### src/rtl/uart_tx_ahb_sequencer_if.sv
// Handshake and AHB-Lite bundle between the CPU word source, the TX sequencer
// and the UART slave. The master modport is the sequencer's view.
interface uart_tx_ahb_sequencer_if;
  // word source handshake and status
  logic        word_valid_i;
  logic [31:0] word_i;
  logic [1:0]  nbytes_i;
  logic        word_ready_o;
  logic        clr_err_i;
  logic        busy_o;
  logic        done_o;
  logic        err_o;
  // AHB-Lite
  logic        HSEL;
  logic [31:0] HADDR;
  logic [1:0]  HTRANS;
  logic        HWRITE;
  logic [2:0]  HSIZE;
  logic [31:0] HWDATA;
  logic        HREADY;
  logic [1:0]  HRESP;
  logic [31:0] HRDATA;

  modport master (
    input  word_valid_i, word_i, nbytes_i, clr_err_i,
    input  HREADY, HRESP, HRDATA,
    output word_ready_o, busy_o, done_o, err_o,
    output HSEL, HADDR, HTRANS, HWRITE, HSIZE, HWDATA
  );

  modport slave (
    output word_valid_i, word_i, nbytes_i, clr_err_i,
    output HREADY, HRESP, HRDATA,
    input  word_ready_o, busy_o, done_o, err_o,
    input  HSEL, HADDR, HTRANS, HWRITE, HSIZE, HWDATA
  );
endinterface

### src/rtl/uart_tx_ahb_sequencer.sv
// AHB-Lite single-master sequencer: takes a 1-4 byte word, and for each byte
// (LSB first) polls the UART status until the TX FIFO is not full, then writes
// the byte to the TX data register. Address and data phases never overlap.
module uart_tx_ahb_sequencer #(
  parameter logic [31:0] UART_BASE  = 32'h0000_0000,
  parameter logic [31:0] TXDATA_OFS = 32'h0000_0000,
  parameter logic [31:0] STATUS_OFS = 32'h0000_0004,
  parameter int unsigned TXFULL_BIT = 1,
  parameter int unsigned POLL_LIMIT = 1023
) (
  input  logic                     clk_i,
  input  logic                     rst_ni,
  uart_tx_ahb_sequencer_if.master  bus
);

  localparam logic [31:0] TXDATA_ADDR = UART_BASE + TXDATA_OFS;
  localparam logic [31:0] STATUS_ADDR = UART_BASE + STATUS_OFS;
  localparam int unsigned CNT_W       = $clog2(POLL_LIMIT + 1);

  typedef enum logic [2:0] {
    S_IDLE,
    S_POLL_A,
    S_POLL_D,
    S_WR_A,
    S_WR_D,
    S_ERR
  } state_t;

  state_t             state_q, state_d;
  logic [31:0]        word_q, word_d;
  logic [1:0]         nbytes_q, nbytes_d;
  logic [1:0]         idx_q, idx_d;
  logic [CNT_W-1:0]   poll_cnt_q, poll_cnt_d;

  logic               resp_ok;
  logic               last_byte;

  assign resp_ok   = (bus.HRESP == 2'b00);
  assign last_byte = (idx_q == nbytes_q);

  // State and datapath registers
  always_ff @(posedge clk_i or negedge rst_ni) begin
    if (!rst_ni) begin
      state_q    <= S_IDLE;
      word_q     <= '0;
      nbytes_q   <= '0;
      idx_q      <= '0;
      poll_cnt_q <= '0;
    end else begin
      state_q    <= state_d;
      word_q     <= word_d;
      nbytes_q   <= nbytes_d;
      idx_q      <= idx_d;
      poll_cnt_q <= poll_cnt_d;
    end
  end

  // Next-state and datapath update: poll, write, advance byte, or error out
  always_comb begin
    state_d    = state_q;
    word_d     = word_q;
    nbytes_d   = nbytes_q;
    idx_d      = idx_q;
    poll_cnt_d = poll_cnt_q;
    unique case (state_q)
      S_IDLE: begin
        if (bus.word_valid_i) begin
          state_d    = S_POLL_A;
          word_d     = bus.word_i;
          nbytes_d   = bus.nbytes_i;
          idx_d      = '0;
          poll_cnt_d = '0;
        end
      end
      S_POLL_A: state_d = S_POLL_D;
      S_POLL_D: begin
        if (bus.HREADY) begin
          if (!resp_ok) begin
            state_d = S_ERR;
          end else if (bus.HRDATA[TXFULL_BIT]) begin
            poll_cnt_d = poll_cnt_q + CNT_W'(1);
            state_d    = (poll_cnt_d == CNT_W'(POLL_LIMIT)) ? S_ERR : S_POLL_A;
          end else begin
            poll_cnt_d = '0;
            state_d    = S_WR_A;
          end
        end
      end
      S_WR_A: state_d = S_WR_D;
      S_WR_D: begin
        if (bus.HREADY) begin
          if (!resp_ok) begin
            state_d = S_ERR;
          end else if (last_byte) begin
            state_d = S_IDLE;
          end else begin
            idx_d   = idx_q + 2'd1;
            state_d = S_POLL_A;
          end
        end
      end
      S_ERR: begin
        if (bus.clr_err_i) state_d = S_IDLE;
      end
      default: state_d = S_IDLE;
    endcase
  end

  // Outputs decoded from state; done_o flags the OKAY completion of the last write
  always_comb begin
    bus.word_ready_o = (state_q == S_IDLE);
    bus.busy_o       = (state_q == S_POLL_A) || (state_q == S_POLL_D) ||
                       (state_q == S_WR_A)   || (state_q == S_WR_D);
    bus.err_o        = (state_q == S_ERR);
    bus.done_o       = (state_q == S_WR_D) && bus.HREADY && resp_ok && last_byte;
    bus.HSEL         = bus.busy_o;
    bus.HTRANS       = ((state_q == S_POLL_A) || (state_q == S_WR_A)) ? 2'b10 : 2'b00;
    bus.HWRITE       = (state_q == S_WR_A) || (state_q == S_WR_D);
    bus.HSIZE        = 3'b000;
    bus.HADDR        = '0;
    bus.HWDATA       = '0;
    if ((state_q == S_POLL_A) || (state_q == S_POLL_D)) bus.HADDR = STATUS_ADDR;
    if (bus.HWRITE) bus.HADDR = TXDATA_ADDR;
    if (state_q == S_WR_D) bus.HWDATA = {24'h0, word_q[{idx_q, 3'b000} +: 8]};
  end

endmodule
### src/flat_wrapper.sv
// flat-port wrapper written by rule: the top's interface ports become plain ports
module uart_tx_ahb_sequencer_flat 
#(
  parameter logic [31:0] UART_BASE  = 32'h0000_0000,
  parameter logic [31:0] TXDATA_OFS = 32'h0000_0000,
  parameter logic [31:0] STATUS_OFS = 32'h0000_0004,
  parameter int unsigned TXFULL_BIT = 1,
  parameter int unsigned POLL_LIMIT = 1023
)
  (clk_i, rst_ni, bus_word_valid_i, bus_word_i, bus_nbytes_i, bus_clr_err_i, bus_HREADY, bus_HRESP, bus_HRDATA, bus_word_ready_o, bus_busy_o, bus_done_o, bus_err_o, bus_HSEL, bus_HADDR, bus_HTRANS, bus_HWRITE, bus_HSIZE, bus_HWDATA);
  uart_tx_ahb_sequencer_if bus_i ();
  input  logic clk_i;
  input  logic rst_ni;
  input wire logic [$bits(bus_i.word_valid_i)-1:0] bus_word_valid_i;
  input wire logic [$bits(bus_i.word_i)-1:0] bus_word_i;
  input wire logic [$bits(bus_i.nbytes_i)-1:0] bus_nbytes_i;
  input wire logic [$bits(bus_i.clr_err_i)-1:0] bus_clr_err_i;
  input wire logic [$bits(bus_i.HREADY)-1:0] bus_HREADY;
  input wire logic [$bits(bus_i.HRESP)-1:0] bus_HRESP;
  input wire logic [$bits(bus_i.HRDATA)-1:0] bus_HRDATA;
  output wire logic [$bits(bus_i.word_ready_o)-1:0] bus_word_ready_o;
  output wire logic [$bits(bus_i.busy_o)-1:0] bus_busy_o;
  output wire logic [$bits(bus_i.done_o)-1:0] bus_done_o;
  output wire logic [$bits(bus_i.err_o)-1:0] bus_err_o;
  output wire logic [$bits(bus_i.HSEL)-1:0] bus_HSEL;
  output wire logic [$bits(bus_i.HADDR)-1:0] bus_HADDR;
  output wire logic [$bits(bus_i.HTRANS)-1:0] bus_HTRANS;
  output wire logic [$bits(bus_i.HWRITE)-1:0] bus_HWRITE;
  output wire logic [$bits(bus_i.HSIZE)-1:0] bus_HSIZE;
  output wire logic [$bits(bus_i.HWDATA)-1:0] bus_HWDATA;
  assign bus_i.word_valid_i = bus_word_valid_i;
  assign bus_i.word_i = bus_word_i;
  assign bus_i.nbytes_i = bus_nbytes_i;
  assign bus_i.clr_err_i = bus_clr_err_i;
  assign bus_i.HREADY = bus_HREADY;
  assign bus_i.HRESP = bus_HRESP;
  assign bus_i.HRDATA = bus_HRDATA;
  assign bus_word_ready_o = bus_i.word_ready_o;
  assign bus_busy_o = bus_i.busy_o;
  assign bus_done_o = bus_i.done_o;
  assign bus_err_o = bus_i.err_o;
  assign bus_HSEL = bus_i.HSEL;
  assign bus_HADDR = bus_i.HADDR;
  assign bus_HTRANS = bus_i.HTRANS;
  assign bus_HWRITE = bus_i.HWRITE;
  assign bus_HSIZE = bus_i.HSIZE;
  assign bus_HWDATA = bus_i.HWDATA;
  uart_tx_ahb_sequencer #(.UART_BASE(UART_BASE), .TXDATA_OFS(TXDATA_OFS), .STATUS_OFS(STATUS_OFS), .TXFULL_BIT(TXFULL_BIT), .POLL_LIMIT(POLL_LIMIT)) u_core (.clk_i(clk_i), .rst_ni(rst_ni), .bus(bus_i));
endmodule
### config.mk
export PLATFORM = sky130hd
export DESIGN_NAME = uart_tx_ahb_sequencer_flat
export DESIGN_NICKNAME = d
export VERILOG_FILES = /design/src/rtl/uart_tx_ahb_sequencer_if.sv /design/src/rtl/uart_tx_ahb_sequencer.sv /design/src/flat_wrapper.sv
export SDC_FILE = /design/constraint.sdc
export NUM_CORES = 1
export LEC_CHECK = 0
export BUFFER_PORTS_ARGS = -buffer_cell sky130_fd_sc_hd__clkbuf_2
export CORE_MARGIN = 1
export CORE_UTILIZATION = 42
export CTS_CLUSTER_SIZE = 12
export DETAILED_ROUTE_END_ITERATION = 6
export PLACE_DENSITY = 0.76
export SYNTH_ARGS = -nofsm -noshare
export SYNTH_HDL_FRONTEND = slang
export SYNTH_SLANG_ARGS = --single-unit
### constraint.sdc
create_clock -name clk_i -period 1.45 [get_ports clk_i]
set_input_delay 0.29 -clock clk_i [delete_from_list [all_inputs] [get_ports clk_i]]
set_output_delay 0.29 -clock clk_i [all_outputs]
set_load 0.05 [all_outputs]
==> out/summary.txt <==
Status -> complete, but fails checks
Violated checks -> negative setup slack
N_diodes -> 0
Max-cap violations -> 0
Clock edge transition at the registers on the reported setup and hold paths -> 0.10 ns
Share of post-route cells with drive strength above 1 -> 57.1%
Critical path buffer and inverter count -> 2
Pin count of the biggest net entering global routing -> 50
Clk Latency, worst-skew pair -> 0.31 ns
Die width -> 88.1 um
Met3 GRT Util -> 2.36%
Mean Syn Cell Area -> 10.8 sq um
Hold Slack -> 0.204 ns
Largest delay contributor family on the critical path -> simple AND/OR/NAND/NOR gates
P per Cell Area -> 1970 nW/um^2
Congestion Overflow GR -> 0
Vias in the first global route -> 2486
Crit share post-route -> 137%
Clk_skew -> 0.0106 ns
Pre-CTS setup slack -> -0.239 ns
Initial antenna violation count -> 0
Design Area, Final -> 4760 sq um
Crit-path cells -> or3b_4 > buf_6 > nand2_4 > or2_4 > clkbuf_16
Setup ws final -> -0.531 ns
Flops & latches, synth -> 49
Startpoint Class -> flop
Dpl cell area -> 4070 sq um
Filler Cell Count -> 521
Clk network pwr share -> 9.6%
H-tree depth -> 2
Io pins -> 148
CTS Buffer Depth -> 2
Switching Share -> 38.3%
Drt pass-1 iters -> 4
Area growth syn-to-layout -> 53.0%
Worst setup path category -> reg2out
Top Usage Layer GRT -> met2
Worst Setup End Kind -> primary output
CP max stage cell -> or3b_4
# rows -> 31
Root Driver -> clkbuf_8
Minimum clock period -> 1.98 ns
Core Region -> 7210 sq um
Post-synth EDFFs -> 0
Hold Vio Cnt, Final -> 0
Grt met1 use -> 26.4%
RePlAce Congestion -> 0.807
CP Data Required Time -> 1.16 ns
DR iter-0 viols -> 94
HPWL after DPL -> 5110 um
Largest stage delay, worst path -> 0.47 ns
Number of routed nets with antenna violations -> 0
Comb power frac -> 66.5%
Critical Path AT -> 1.69 ns
GRT Util Overall -> 20.6%
Mapped Area -> 3110 sq um
Port Buffer Count -> 57
Clk sink count -> 49
DR WL/cell -> 15.1 um
VDD IR max -> 0.000823 V
Sequential fraction of the synthesis area -> 39.4%
Internal power -> 5.79 mW
Count of cell types in the netlist -> 45
Max Freq -> 0.505 GHz
Reg power frac -> 23.9%
Die Area -> 7760 sq um
RSZ-0062 raised after global routing -> true
Max Transition Viols Final -> 0
Post-Route WL -> 7810 um
Ys flop type -> dfrtp_1
LEAKAGE -> 2.26 nW
Routed vias/inst -> 4.82
Final setup vio count -> 64
Overall power -> 9.38 mW
Setup TNS -> -20.55 ns
TritonCTS clock tree -> done
Drt drc -> 0
Via Count -> 2489
Async S/R FF share, synth -> 100%
Ys Warns -> 0
Synth Instances -> 288
First-pass GRT wire length -> 12200 um
Critical-path maximum fanout -> 3
Met2 usage -> 36.5%
Sw Pwr -> 3.59 mW
Initial Util -> 43.1%
Nets@finish -> 491
Number of CTS-inserted buffers -> 5
Worst hold path class -> in2reg
Die Y-Extent -> 88.1 um
-- cells in the final DEF (no fill, tap or decap), drive strengths merged, types with 3 or more instances in the layout --
| master | n |
|---|---|
| and3 | 3 |
| nand2b | 6 |
| inv | 7 |
| mux4 | 8 |
| a21oi | 8 |
| dfrtp | 49 |
| nor2 | 6 |
| buf | 92 |
| o21bai | 3 |
| nand4 | 3 |
| o31ai | 3 |
| mux2i | 3 |
| nor3 | 8 |
| nand2 | 12 |
| clkbuf | 50 |
| o21ai | 11 |
| nand3 | 7 |
| conb | 59 |
| mux2 | 35 |
| nor4 | 4 |
| a22o | 3 |
| nor2b | 11 |
-- cell type report --
class	count	area, sq um	area share, %
Multi-Input combinational cell	217	1980	41.5
Timing Repair Buffer	137	1310	27.5
Sequential cell	49	1230	25.8
Tap cell	99	124	2.60
Clock buffer	6	82.6	1.74
Inverter	6	22.5	0.473
Clock inverter	2	17.5	0.368
-- sequential cells by signal (all words and copies together) (netlist names) --
name	count
u_core.word_q	32
u_core.poll_cnt_q	10
u_core.state_q	3
u_core.idx_q	2
u_core.nbytes_q	2
-- worst register-to-register path: cells and delay by family (launching register included) --
kind / cells / cell delay [ns]
simple gates: 1 / 0.32
flops: 1 / 0.41
buf+inv: 5 / 0.68
compound gates: 2 / 0.31
-- cell usage after synthesis (2+ instances only) --
cell / number / share of area, %
nand2b_1: 5 / 1.0
nor4_1: 4 / 0.80
o21bai_1: 3 / 0.72
xor2_1: 2 / 0.56
buf_4: 63 / 15
nand2_1: 12 / 1.4
clkbuf_1: 4 / 0.48
nor2_1: 6 / 0.72
a21oi_1: 8 / 1.3
mux2_2: 35 / 13
mux2i_1: 3 / 0.97
nand3_1: 7 / 1.1
mux4_2: 8 / 5.8
buf_2: 6 / 0.97
nand3b_1: 2 / 0.48
nor3_1: 7 / 1.1
o31ai_1: 3 / 0.72
nor4b_2: 2 / 0.97
o21ai_1: 2 / 0.32
ha_1: 2 / 0.80
dfrtp_1: 49 / 39
o21ai_0: 9 / 1.4
a22o_1: 3 / 0.84
or3b_4: 2 / 0.72
inv_1: 6 / 0.72
nand4_1: 3 / 0.60
nor2b_1: 11 / 2.2
xnor2_1: 2 / 0.56
and3_1: 3 / 0.60
-- repair_timing --
item / in CTS / in global routing
endpoints found under the setup margin: 63 / 64
endpoints found under the hold margin: 49 / 0
gates cloned: 2 / 0
hold buffers: 1 / 0
setup buffers: 11 / 4
pin swaps: 15 / 16
gates resized for setup: 75 / 37
-- worst paths after layout --
path                                        start                   end  cells after the start  slack, ns
worst max-delay path            u_core.state_q[1]            bus_busy_o                      5      -0.53
worst min-delay path               bus_word_i[27]     u_core.word_q[27]                      2       0.20
worst max register to register  u_core.state_q[1]       u_core.idx_q[1]                      8      -0.37
worst min register to register  u_core.word_q[12]     u_core.word_q[12]                      1       0.52
max in group asynchronous                  rst_ni  u_core.poll_cnt_q[5]                      3       0.72
min in group asynchronous                  rst_ni     u_core.state_q[1]                      3       0.48
-- routing by layer --
layer  wire (um)  vias to the layer above
met5           0                        -
met4         155                        0
li1            -                     1148
met3         240                       14
met2        4060                       83
met1        3350                     1244
-- power by group through the flow --
stage | Clock (mW) | Combinational, mW | Sequential (mW)
2_1_floorplan | 0 | 3.59 | 2.18
3_3_place_gp | 0 | 4.70 | 2.21
3_5_place_dp | 0 | 4.80 | 2.26
4_1_cts | 0.926 | 5.99 | 2.24
5_1_grt | 0.971 | 6.50 | 2.30
6_report | 0.899 | 6.24 | 2.24
-- cells by family (layout without fill, tap and decap cells) --
kind of cell | Yosys count | after routing | share of synthesized area, %
flip-flops | 49 | 49 | 39.4
AO/OA/AOI/OAI | 37 | 37 | 8.04
other | 1 | 59 | 0.121
AND/OR/NAND/NOR | 69 | 69 | 13.6
adder cells (fa/ha/maj) | 2 | 2 | 0.804
buffers and inverters | 80 | 151 | 17.5
XOR/XNOR | 4 | 4 | 1.13
multiplexers | 46 | 46 | 19.4
-- metrics by stage --
step	util [%]	std cells
2_1_floorplan	-	346
3_3_place_gp	56.4	493
3_5_place_dp	56.4	493
4_1_cts	64.6	515
5_1_grt	66.0	516
6_report	66.0	516
No activity file was read; power rests on OpenSTA's default activity.
